--- src/rtl/tick_pulse_stretcher_pkg.sv ---
// tick_pulse_stretcher_pkg: shared state type and effective-length helper
package tick_pulse_stretcher_pkg;
    localparam int EFF_W = 32;
    typedef enum logic [1:0] {IDLE, HIGH, GAP} stretch_state_t;
    function automatic logic [EFF_W-1:0] eff_len(input logic [EFF_W-1:0] value);
        return (value == '0) ? EFF_W'(1) : value;
    endfunction
endpackage

--- src/rtl/tick_pulse_stretcher_load_down_counter.sv ---
// load_down_counter: loadable down-counter that saturates at zero
module load_down_counter #(
    parameter int CNT_W = 8
) (
    input  logic             clk,
    input  logic             reset_n,
    input  logic             load,
    input  logic             dec,
    input  logic [CNT_W-1:0] load_val,
    output logic [CNT_W-1:0] count,
    output logic             zero
);
    assign zero = (count == '0);
    // load wins over decrement; decrement stops at zero so it never wraps
    always_ff @(posedge clk or negedge reset_n) begin
        if (!reset_n) count <= '0;
        else if (load) count <= load_val;
        else if (dec && !zero) count <= count - CNT_W'(1);
    end
endmodule

--- src/rtl/tick_pulse_stretcher.sv ---
// tick_pulse_stretcher: stretches a one-cycle tick into a level pulse followed by a low gap
module tick_pulse_stretcher
    import tick_pulse_stretcher_pkg::*;
#(
    parameter int CNT_W     = 8,
    parameter int RETRIGGER = 0
) (
    input  logic             clk,
    input  logic             reset_n,
    input  logic             tick,
    input  logic [CNT_W-1:0] len,
    input  logic [CNT_W-1:0] gap,
    output logic             level,
    output logic             busy,
    output logic             drop
);
    stretch_state_t   state, next;
    logic [CNT_W-1:0] gap_q, gap_d, load_val, count, len_eff, gap_eff;
    logic             load, dec, zero, drop_d;
    assign len_eff = CNT_W'(eff_len(EFF_W'(len)));
    assign gap_eff = CNT_W'(eff_len(EFF_W'(gap)));
    assign busy    = (state != IDLE);
    load_down_counter #(.CNT_W(CNT_W)) u_cnt (
        .clk      (clk),
        .reset_n  (reset_n),
        .load     (load),
        .dec      (dec),
        .load_val (load_val),
        .count    (count),
        .zero     (zero)
    );
    // next-state, counter control and drop decision
    always_comb begin
        next     = state;
        load     = 1'b0;
        dec      = 1'b0;
        load_val = len_eff - CNT_W'(1);
        gap_d    = gap_q;
        drop_d   = 1'b0;
        case (state)
            IDLE: begin
                if (tick) begin
                    next  = HIGH;
                    load  = 1'b1;
                    gap_d = gap_eff;
                end
            end
            HIGH: begin
                if (tick && RETRIGGER != 0) begin
                    load  = 1'b1;
                    gap_d = gap_eff;
                end else begin
                    drop_d = tick;
                    if (zero) begin
                        next     = GAP;
                        load     = 1'b1;
                        load_val = gap_q - CNT_W'(1);
                    end else begin
                        dec = 1'b1;
                    end
                end
            end
            GAP: begin
                drop_d = tick;
                if (zero) next = IDLE;
                else dec = 1'b1;
            end
            default: next = IDLE;
        endcase
    end
    // state and registered outputs; level tracks the state we are entering
    always_ff @(posedge clk or negedge reset_n) begin
        if (!reset_n) begin
            state <= IDLE;
            gap_q <= CNT_W'(1);
            level <= 1'b0;
            drop  <= 1'b0;
        end else begin
            state <= next;
            gap_q <= gap_d;
            level <= (next == HIGH);
            drop  <= drop_d;
        end
    end
endmodule

--- config.mk ---
export PLATFORM = sky130hd
export DESIGN_NAME = tick_pulse_stretcher
export DESIGN_NICKNAME = d
export VERILOG_FILES = /design/src/rtl/tick_pulse_stretcher_pkg.sv /design/src/rtl/tick_pulse_stretcher_load_down_counter.sv /design/src/rtl/tick_pulse_stretcher.sv
export SDC_FILE = /design/constraint.sdc
export NUM_CORES = 1
export LEC_CHECK = 0
export ABC_CLOCK_PERIOD_IN_PS = 5000
export CORE_MARGIN = 1
export CORE_UTILIZATION = 58
export CTS_BUF_LIST = sky130_fd_sc_hd__clkbuf_8 sky130_fd_sc_hd__clkbuf_16
export DETAILED_ROUTE_END_ITERATION = 10
export HOLD_SLACK_MARGIN = 0.02
export PLACE_DENSITY = 0.86
export RECOVER_POWER = 25
export SLEW_MARGIN = 25
export SYNTH_ARGS = -nofsm -noshare
export SYNTH_HDL_FRONTEND = slang
export SYNTH_SLANG_ARGS = --single-unit
--- constraint.sdc ---
create_clock -name clk -period 5 [get_ports clk]
set_input_delay 1 -clock clk [delete_from_list [all_inputs] [get_ports clk]]
set_output_delay 1 -clock clk [all_outputs]
set_load 0.1 [all_outputs]
==> impl_results.md <==
* Fin. Hold Viols at 0
* DR vias/cell at 6.16
* Critical path arrival at 2.25 ns
* Final setup violation count at 0
* Longest Clk Path Bufs at 2
* Chip width at 52.2 um
* DP HPWL at 2.41 mm
* Post-synthesis adder-cell area fraction at 0.0686
* Static leakage at 0.774 nW
* Count of cell types in the netlist at 44
* WHS at 0.507 ns
* First-pass DRT Iterations at 4
* Clk_lat worst skew at 0.26 ns
* Final ANT Viol Nets at 0
* Critical Path End Type: primary output
* Status: complete, no violations
* WHS Path Cells at 2
* Max Cap Viol at 0
* First-pass GRT wire length at 5.71 mm
* Slew Viols, Final at 0
* Kind of critical path: reg2out
* Synth Area in Simple Gates at 0.286
* Compound-cell area share of the yosys netlist at 0.146
* Mapped Nets at 193
* Largest family of logic cells by synthesized area: simple AND/OR/NAND/NOR gates
* CTS root buf: clkbuf_8
* Min-delay worst type: reg2reg
* Top area cells in the synthesized netlist: dfrtp_1 (33%), nand2_1 (7.7%), ha_1 (6.9%)
* Cell Area, Synth at 0.00146 mm2
* Seq/Total Area, Yosys at 0.344
* CTS buffer count at 3
* Ant diodes at 0
* Die H at 52.2 um
* Final clock skew at 0.00120 ns
* Post-synthesis mux area share at 0.0489
* RD Place Congestion at 0.880
* Routed len/inst at 15.4 um
* Most used flip-flop cell after synthesis: dfrtp_1
* Synth Area in XOR/XNOR at 0.0720
* Via count at 1330
* Synth area leader: dfrtp_1
* # IOs at 22
* Critical path peak fanout at 5
* Area after DPL at 0.00169 mm2
* Gr usage total at 0.282
* Initial antenna violation count at 0
* Top-count cell post-synth: nand2_1
* Gr ovfl total at 0
* Layout cells sized above 1 at 0.0691
* Worst-margin pin slew at 0.963 ns
* Synthesis-to-layout area growth at 19.6%
* Gate Count Post-Synth at 166
* H-tree levels at 1
* Final core utilization at 0.760
* Post-CTS resize count at 0
* Commonest cells post-synth: nand2_1 (30), dfrtp_1 (19), nor2_1 (15)
* Setup TNS at 0 ns
* Synth Area per Inst at 8.79 um2
* Worst vdd ir at 0.264 mV
* Unrepaired setup endpoints after global routing: false
* FF+latch count, synth at 20
* Largest net degree at the start of global routing at 21
* Post-CTS Setup Inserts at 0
* Critical Path RT at 4.00 ns
* CTS tree: built
* PwrDens at 185 mW/mm2
* Hold-fix buffers at CTS at 0
* Port Buffer Count at 21
* Final net count at 216
* Setup crit start kind: flop
* Final instance area at 0.00175 mm2
* Core footprint at 0.00230 mm2
* Fin crit period at 3.25 ns
* Number of global-route vias before repair at 1248
* Number of synthesized flops with an enable pin at 0
* Clock sinks at 20
* Routed WL at 3.33 mm
* Synth async-reset ratio at 1.00
* Achievable frequency at 308 MHz
* Final clock period utilization by the worst path at 0.650
* Area share of the largest cell type after synthesis at 0.326
* Full die area at 0.00272 mm2
* FF-to-FF path depth at 7
* Yosys warns at 0
* Starting Density at 0.635
* Post-route DRC at 0
* Clock transition at path regs at 0.08 ns
* Rel. slew slack at 0.356
* DRT iter0 DRCs at 58
* Row Count at 17
stage by stage:
step	power, mW	cells	setup slack [ns]
after floorplan	0.175	166	2.47
after global placement	0.196	212	1.83
after detailed placement	0.198	212	1.63
after CTS	0.323	216	1.78
after global routing	0.331	216	1.67
final	0.322	216	1.75
cells in the final DEF (no fill, tap or decap), drive strengths merged, types with 2 or more instances in the layout:
cell           instances
and2                   3
o21ai                  7
nand2                 31
dlygate4sd3            2
clkbuf                 4
nand4                  2
ha                     8
nor3                  10
mux2i                  6
o211ai                 3
xnor2                  8
nand3                  5
a31oi                  2
a21oi                  6
inv                   10
nor2                  16
clkdlybuf4s50         19
nor4b                  4
xor2                   4
dfrtp                 19
nor4                   3
kinds of logic after synthesis:
| kind of cell | Yosys count |
|---|---|
| fa+ha+maj | 8 |
| simple gates | 77 |
| buf+inv | 13 |
| xor+xnor | 12 |
| mux | 7 |
| flops | 20 |
| compound gates | 29 |
power by group:
group          total [mW]  internal (mW)  switching, mW
clock               0.127         0.0702         0.0573
sequential          0.162          0.162      0.0000940
combinational      0.0327         0.0164         0.0162
path summary, 6_finish.rpt:
check	endpoint	slack (ns)	from
worst min register to register	gap_q[7]	0.51	gap_q[7]
min in group asynchronous	u_cnt.count[6]	1.32	reset_n
worst max-delay path	busy	1.75	state[0]
worst min-delay path	gap_q[7]	0.51	gap_q[7]
worst max register to register	u_cnt.count[4]	2.90	u_cnt.count[0]
max in group asynchronous	gap_q[6]	3.11	reset_n
state kept, by name, summed over array words and instances, names as in the netlist:
register	flops
u_cnt.count	8
drop	1
level	1
gap_q	8
state	2
final cells by class:
cell class	instances	area, um2
multi-input combinational	133	906
fill	167	552
sequential	20	502
timing repair buffer	21	210
clock buffer	4	55.1
inverter	10	37.5
tap	28	35.0
worst max-delay path: stages (launching register included):
cell	delay (ns)
dfrtp_1	0.42
inv_1	0.09
ha_1	0.24
inv_1	0.11
clkdlybuf4s50_1	1.13
per-layer routing:
metal,global-route usage,up-vias,routed length [um]
met5,0,-,0
met4,0.0965,0,48
met3,0.0322,6,220
met2,0.496,64,1690
met1,0.357,624,1380
li1,-,636,-
Power figures use the tool's default switching activity.
